[src/rtl/fp_seq_divider.sv]
// Multi-cycle IEEE-754 divider: radix-2 restoring mantissa division, one quotient bit per clock,
// flush-to-zero denormals, round-to-nearest-even, valid/ready on both sides.
module fp_seq_divider #(
    parameter int unsigned EXP_W  = 8,
    parameter int unsigned FRAC_W = 23
) (
    input  logic                      clk,
    input  logic                      rst,
    input  logic                      in_valid,
    output logic                      in_ready,
    input  logic [EXP_W+FRAC_W:0]     a,
    input  logic [EXP_W+FRAC_W:0]     b,
    output logic                      out_valid,
    input  logic                      out_ready,
    output logic [EXP_W+FRAC_W:0]     output_z,
    output logic [3:0]                out_flags
);
    localparam int unsigned OP_W  = 1 + EXP_W + FRAC_W;
    localparam int unsigned QW    = FRAC_W + 3;
    localparam int unsigned CNT_W = $clog2(QW);
    localparam int unsigned EW    = EXP_W + 2;
    localparam int unsigned BIAS  = (1 << (EXP_W - 1)) - 1;
    localparam int unsigned EMAX  = (1 << EXP_W) - 1;

    typedef enum logic [2:0] {IDLE, UNPACK, DIVIDE, ROUND, DONE} state_t;

    state_t             state_q;
    logic [OP_W-1:0]    a_q, b_q, z_q;
    logic [3:0]         flags_q;
    logic               in_ready_q, out_valid_q, sign_q;
    logic [QW-1:0]      rem_q, quo_q;
    logic [FRAC_W:0]    mb_q;
    logic [EW-1:0]      exp_q;
    logic [CNT_W-1:0]   cnt_q;

    // Operand classification (exp==0 is zero, denormals included)
    logic [EXP_W-1:0]   ea, eb;
    logic [FRAC_W-1:0]  fa, fb;
    logic               a_zero, b_zero, a_nan, b_nan, a_inf, b_inf, sign_d;
    assign ea     = a_q[OP_W-2 -: EXP_W];
    assign eb     = b_q[OP_W-2 -: EXP_W];
    assign fa     = a_q[FRAC_W-1:0];
    assign fb     = b_q[FRAC_W-1:0];
    assign a_zero = (ea == '0);
    assign b_zero = (eb == '0);
    assign a_nan  = (&ea) && (|fa);
    assign b_nan  = (&eb) && (|fb);
    assign a_inf  = (&ea) && !(|fa);
    assign b_inf  = (&eb) && !(|fb);
    assign sign_d = a_q[OP_W-1] ^ b_q[OP_W-1];

    logic [OP_W-1:0] nan_c, inf_c, zero_c;
    assign nan_c  = {1'b0, {EXP_W{1'b1}}, 1'b1, {(FRAC_W-1){1'b0}}};
    assign inf_c  = {sign_d, {EXP_W{1'b1}}, {FRAC_W{1'b0}}};
    assign zero_c = {sign_d, {(EXP_W+FRAC_W){1'b0}}};

    logic            spec_hit;
    logic [OP_W-1:0] spec_z;
    logic [3:0]      spec_f;
    always_comb begin
        spec_hit = 1'b1;
        spec_z   = nan_c;
        spec_f   = 4'b0000;
        if (a_nan || b_nan) begin
            spec_f = 4'b1000;
        end else if ((a_zero && b_zero) || (a_inf && b_inf)) begin
            spec_f = 4'b1000;
        end else if (a_inf) begin
            spec_z = inf_c;
        end else if (b_inf || a_zero) begin
            spec_z = zero_c;
        end else if (b_zero) begin
            spec_z = inf_c;
            spec_f = 4'b0100;
        end else begin
            spec_hit = 1'b0;
        end
    end

    // Pre-normalise so the first quotient bit is always the integer 1
    logic [FRAC_W:0] ma_d, mb_d;
    logic            ma_lt;
    logic [QW-1:0]   rem_init;
    logic [EW-1:0]   exp_d;
    assign ma_d     = {1'b1, fa};
    assign mb_d     = {1'b1, fb};
    assign ma_lt    = (ma_d < mb_d);
    assign rem_init = ma_lt ? {1'b0, ma_d, 1'b0} : {2'b00, ma_d};
    assign exp_d    = EW'(ea) - EW'(eb) + EW'(BIAS) - EW'(ma_lt);

    logic [QW-1:0] mb_ext, rem_diff, rem_shift;
    logic          rem_ge;
    assign mb_ext    = {2'b00, mb_q};
    assign rem_ge    = (rem_q >= mb_ext);
    assign rem_diff  = rem_ge ? (rem_q - mb_ext) : rem_q;
    assign rem_shift = {rem_diff[QW-2:0], 1'b0};

    // RNE on {mantissa, guard, round} with the leftover remainder as sticky
    logic              rnd_up, carry, ovf, unf;
    logic [FRAC_W+1:0] mant_rnd;
    logic [FRAC_W-1:0] frac_rnd;
    logic [EW-1:0]     exp_rnd;
    assign rnd_up   = quo_q[1] & (quo_q[0] | (|rem_q) | quo_q[2]);
    assign mant_rnd = {1'b0, quo_q[QW-1:2]} + (FRAC_W+2)'(rnd_up);
    assign carry    = mant_rnd[FRAC_W+1];
    assign frac_rnd = carry ? mant_rnd[FRAC_W:1] : mant_rnd[FRAC_W-1:0];
    assign exp_rnd  = exp_q + EW'(carry);
    assign ovf      = !exp_rnd[EW-1] && (exp_rnd >= EW'(EMAX));
    assign unf      = exp_rnd[EW-1] || (exp_rnd == '0);

    always_ff @(posedge clk or posedge rst) begin
        if (rst) begin
            state_q     <= IDLE;
            a_q         <= '0;
            b_q         <= '0;
            z_q         <= '0;
            flags_q     <= '0;
            in_ready_q  <= 1'b1;
            out_valid_q <= 1'b0;
            sign_q      <= 1'b0;
            rem_q       <= '0;
            quo_q       <= '0;
            mb_q        <= '0;
            exp_q       <= '0;
            cnt_q       <= '0;
        end else begin
            case (state_q)
                IDLE: begin
                    if (in_valid) begin
                        a_q        <= a;
                        b_q        <= b;
                        flags_q    <= '0;
                        in_ready_q <= 1'b0;
                        state_q    <= UNPACK;
                    end
                end
                UNPACK: begin
                    sign_q <= sign_d;
                    if (spec_hit) begin
                        z_q         <= spec_z;
                        flags_q     <= spec_f;
                        out_valid_q <= 1'b1;
                        state_q     <= DONE;
                    end else begin
                        rem_q   <= rem_init;
                        mb_q    <= mb_d;
                        exp_q   <= exp_d;
                        quo_q   <= '0;
                        cnt_q   <= '0;
                        state_q <= DIVIDE;
                    end
                end
                DIVIDE: begin
                    rem_q <= rem_shift;
                    quo_q <= {quo_q[QW-2:0], rem_ge};
                    cnt_q <= cnt_q + CNT_W'(1);
                    if (cnt_q == CNT_W'(QW - 1)) state_q <= ROUND;
                end
                ROUND: begin
                    if (ovf)      z_q <= {sign_q, {EXP_W{1'b1}}, {FRAC_W{1'b0}}};
                    else if (unf) z_q <= {sign_q, {(EXP_W+FRAC_W){1'b0}}};
                    else          z_q <= {sign_q, exp_rnd[EXP_W-1:0], frac_rnd};
                    flags_q     <= {2'b00, ovf, unf};
                    out_valid_q <= 1'b1;
                    state_q     <= DONE;
                end
                DONE: begin
                    if (out_ready) begin
                        out_valid_q <= 1'b0;
                        in_ready_q  <= 1'b1;
                        state_q     <= IDLE;
                    end
                end
                default: state_q <= IDLE;
            endcase
        end
    end

    assign in_ready  = in_ready_q;
    assign out_valid = out_valid_q;
    assign output_z  = z_q;
    assign out_flags = flags_q;

endmodule

[config.mk]
export PLATFORM = sky130hd
export DESIGN_NAME = fp_seq_divider
export DESIGN_NICKNAME = d
export VERILOG_FILES = /design/src/rtl/fp_seq_divider.sv
export SDC_FILE = /design/constraint.sdc
export NUM_CORES = 1
export LEC_CHECK = 0
export CAP_MARGIN = 20
export CORE_UTILIZATION = 59
export CTS_CLUSTER_DIAMETER = 40
export CTS_CLUSTER_SIZE = 24
export DETAILED_ROUTE_END_ITERATION = 8
export GPL_TIMING_DRIVEN = 1
export MAX_ROUTING_LAYER = met4
export PLACE_DENSITY = 0.8
export SETUP_SLACK_MARGIN = 0.1
export SYNTH_ARGS = -nofsm -noshare
export SYNTH_HDL_FRONTEND = slang
export SYNTH_SLANG_ARGS = --single-unit
export TNS_END_PERCENT = 10
[constraint.sdc]
create_clock -name clk -period 7.3 [get_ports clk]
set_input_delay 0.73 -clock clk [delete_from_list [all_inputs] [get_ports clk]]
set_output_delay 0.73 -clock clk [all_outputs]
set_load 0.03 [all_outputs]
==> results <==
- The run finished with clean final reports.
- In this run, flip-flops and latches consume about a quarter of the power.
- The post-layout utilization of the core is slightly above 70%.
- The startpoint of the most critical hold path is mb_q[23].
- The post-CTS setup repair buffer count is 0.
- For this design the static power due to leakage is roughly 6 nW.
- In this run the deepest clock path goes through 2 buffers.
- The routed via count divided by cell count is ~5.9.
- The smallest clock period supported by the final layout is computed as roughly 4.9 ns.
- The global router's overall resource usage is between 30% and 40%.
- The H-tree was split into 4 levels.
- After synthesis, the share of flip-flops with an asynchronous set or reset is 100%.
- The largest total area in the synthesized netlist belongs to dfrtp_1.
- The cell area that synthesis handed to floorplanning was 11600 um2.
- The final number of max-transition violations is 0.
- The hold-critical path depth is 2.
- Final hold analysis gives a worst-case slack of about 0.45 ns.
- The register area share after synthesis is 42.6%.
- The total clock buffers created by CTS is 17.
- The congestion estimate from routability-driven global placement came to approximately 0.94.
- The floorplan step set the die width to roughly 140 um.
- In the synthesized netlist, the number of instances is roughly 1300.
- For the worst-skew pair, the clock arrives at the later sink with an insertion delay of roughly 0.45 ns.
- The post-detailed-routing wire length is around 28 mm.
- After detailed routing, the average wire length per cell comes to ~17 um.
- The worst clock skew on the final layout is 0.0164 ns.
- The count of cells resized by post-cts repair is 0.
- TritonCTS built the clock tree.
- For flop-to-flop paths, the worst setup slack is 2.42 ns.
- The detail route stage leaves a number of antenna-violating nets equal to 0.
- The number of flops mapped to enable cells by yosys is 0.
- The internal power of the cells is approximately 0.004 W.
- The share of post-route cells with drive strength above 1 is under 10%.
- The number of iterations in the first detailed-routing pass is 7.
- The required arrival time at the worst endpoint is ~7.7 ns.
- The share of total power dissipated in the clock network is between 10 and 15%.
- The clock net in this run drives a total of approximately 200 sinks.
- The number of global-route vias before repair is about 9500.
- The worst hold path endpoint is mb_q[23].
- Power spread over the standard cell area amounts to 563 nW/um2.
- The sequential cells in the finished layout cover a total of between 4000 and 5000 um2.
- After legalization and detailed placement, the total HPWL measured approximately 20 mm.
- The buffer type at the clock tree root is clkbuf_16.
- Setup violations remaining at the end of the flow were counted as 0.
- The total I/O pin count is about 110.
- Across the VDD grid, the largest voltage drop is roughly 0.9 mV.
- The critical register-to-register path startpoint is quo_q[2].
- The predominant post-synthesis flop cell is dfrtp_1.
- The wire length of the first global-routing pass is ~47 mm.
- The iteration-0 DRC count of the detailed router is 676.
- The fill cell total of the finished layout is around 1500.
- A synthesized cell averages about 8.7 um2.
- The hold violation count in the final report is 0.
- The number of I/O port buffers is about 110.
- The die covers just over 20000 um2.
- The post-synthesis net count is ~1500.
- The post-route fraction of the period consumed by the critical path is 66.9%.
- The count of yosys warnings during synthesis is 0.
- Summing all multi-input logic gate instances after layout gives 6070 um2.
- The die is 142 um tall.
- The slew at the pin closest to its max-slew limit is around 1.0 ns.
- The portion of total power attributed to combinational logic is between 60 and 70%.
- The number of buffers inserted by hold repair at cts is 0.
- STA classifies the critical path startpoint as a flip-flop.
- The initial antenna violation count is 0.
- The worst setup path is captured at a flip-flop.
- Setup repair after global routing left no endpoint under its margin.
- Synthesis instantiated 70 different standard cells from the library.
- Leaving out fill and tap cells, the most frequent cell in the layout is nand2_1.
- The depth of the worst register-to-register path is 15.
- The number of nets in the layout is between 1500 and 2000.
- The top cell types in the final layout, fill and taps aside, are nand2_1 (277), dfrtp_1 (196), o21ai_0 (134), clkdlybuf4s50_1 (105), inv_1 (80).
- The number of placed instances, taps included, is around 1600.
- For this run, the top clock speed supported by timing is between 0.2 and 0.25 GHz.
- The worst flop-to-flop path endpoint is output_z[11].
- The total inserted antenna cells is 0.
- The count of state elements after synthesis is 197.
- The critical path is of the reg2reg type.
- The worst hold path belongs to the class reg2reg.
- The worst path arrival time is between 5 and 6 ns.
- The net switching power of the design is between 0.003 and 0.004 W.
- The routed via count is 9801.
- The area fraction of the dominant cell type after synthesis is about 42%.
- After clock tree synthesis, the clock-pin slew on the worst setup and hold paths is approximately 0.070 ns.
- In this run switching power makes up 47.7% of total power.
- In the final timing run, aggregate negative setup slack is 0 ns.
- Max-cap violations in this run came to 0.
- The starting utilization of the core area is between 60% and 70%.
- Global routing finished with a remaining overflow of 0.
- The synthesis-to-layout area growth is 15.6%.
- The finished layout holds between 1500 and 2000 standard cells, fillers aside.
- The maximum net fanout on the critical path is 13.
- The worst pin sits at a relative slew slack of a little under a third.
- The count of standard-cell rows is 50.
- The area of the core is 19000 um2.
- Entering global routing, the biggest net connects ~130 pins.
- By area the synthesized netlist is led by dfrtp_1 (42%), nand2_1 (9.0%), ha_1 (7.2%).
- After detailed routing, the number of remaining DRC violations is 0.
[worst max-delay path, cell delays in order, from the launching register on]
cell and delay, ns:
dfrtp_1 0.40, and2_1 0.17, ha_1 0.19, nand3_1 0.09, nor2_1 0.27, nand3_1 0.25
nor4_1 0.81, ha_1 0.31, nand3_1 0.18, nor3_1 0.28, xnor2_1 0.17, nand3_1 0.19
o21ba_2 0.37, and2_1 0.47, nand2b_1 0.36, o21ai_0 0.27
[registers in the layout, summed over array words and instances (netlist names)]
| register | flops |
|---|---|
| rem_q | 26 |
| cnt_q | 5 |
| in_ready | 1 |
| out_flags | 4 |
| a_q | 32 |
| quo_q | 26 |
| out_valid | 1 |
| state_q | 3 |
| sign_q | 1 |
| exp_q | 10 |
| mb_q | 24 |
| b_q | 32 |
| output_z | 32 |
[cell type report]
class                           instances  share of cell area [%]
Inverter                               81                    2.33
Sequential cell                       197                    36.9
Clock inverter                         14                    1.35
Tap cell                              260                    2.43
Multi-Input combinational cell        990                    45.4
Timing Repair Buffer                  112                    8.40
Clock buffer                           18                    3.21
[kinds of logic (layout without fill, tap and decap cells)]
| logic type | Yosys count | count (layout) | share of synthesized area [%] |
|---|---|---|---|
| AO/OA/AOI/OAI | 317 | 317 | 17.2 |
| XOR/XNOR | 55 | 55 | 4.16 |
| adder cells (fa/ha/maj) | 70 | 70 | 7.77 |
| buffers and inverters | 145 | 225 | 5.08 |
| flip-flops | 197 | 197 | 42.6 |
| multiplexers | 41 | 41 | 3.59 |
| AND/OR/NAND/NOR | 507 | 507 | 19.5 |
[power by group through the flow]
stage	combinational [W]	clock (W)	sequential, W
after detailed placement	0.00450	0	0.00198
after global routing	0.00509	0.00102	0.00204
after floorplan	0.00352	0	0.00192
final	0.00458	0.000974	0.00198
after CTS	0.00455	0.000981	0.00197
after global placement	0.00433	0	0.00197
[metrics by stage]
| step | power [W] | area, um2 | worst slack [ns] |
|---|---|---|---|
| final | 0.00753 | 13400 | 2.42 |
| after global routing | 0.00815 | 13400 | 1.74 |
| after CTS | 0.00750 | 13400 | 2.41 |
| after detailed placement | 0.00648 | 12800 | 2.54 |
| after global placement | 0.00629 | 12700 | 2.78 |
| after floorplan | 0.00544 | 11600 | 1.20 |
[per-layer routing]
layer  global-route usage (%)  vias to the layer above  wire, um
li1                         -                     4771         -
met1                     42.2                     4711     13200
met2                     46.8                      280     13000
met3                     5.25                       39      1610
met4                     7.75                        0       480
met5                        -                        -         0
[how the worst max path moves through the flow]
stage,start,to,depth (start not counted)
after floorplan,rst,a_q[0],1
after global placement,quo_q[2],output_z[5],16
after detailed placement,quo_q[2],output_z[21],15
after CTS,quo_q[2],output_z[11],15
after global routing,quo_q[2],output_z[11],15
final,quo_q[2],output_z[11],15
[cell usage after synthesis (all sizes together), types with 14 or more instances]
| cell | n |
|---|---|
| inv | 81 |
| xor2 | 24 |
| ha | 67 |
| nand4 | 21 |
| a21oi | 61 |
| clkbuf | 44 |
| xnor2 | 31 |
| nor4 | 18 |
| nand2 | 277 |
| a21o | 20 |
| nand3 | 35 |
| a221oi | 14 |
| dfrtp | 196 |
| mux2i | 37 |
| nor2 | 74 |
| nor3 | 31 |
| o21ai | 136 |
| buf | 20 |
Power figures use the tool's default switching activity.
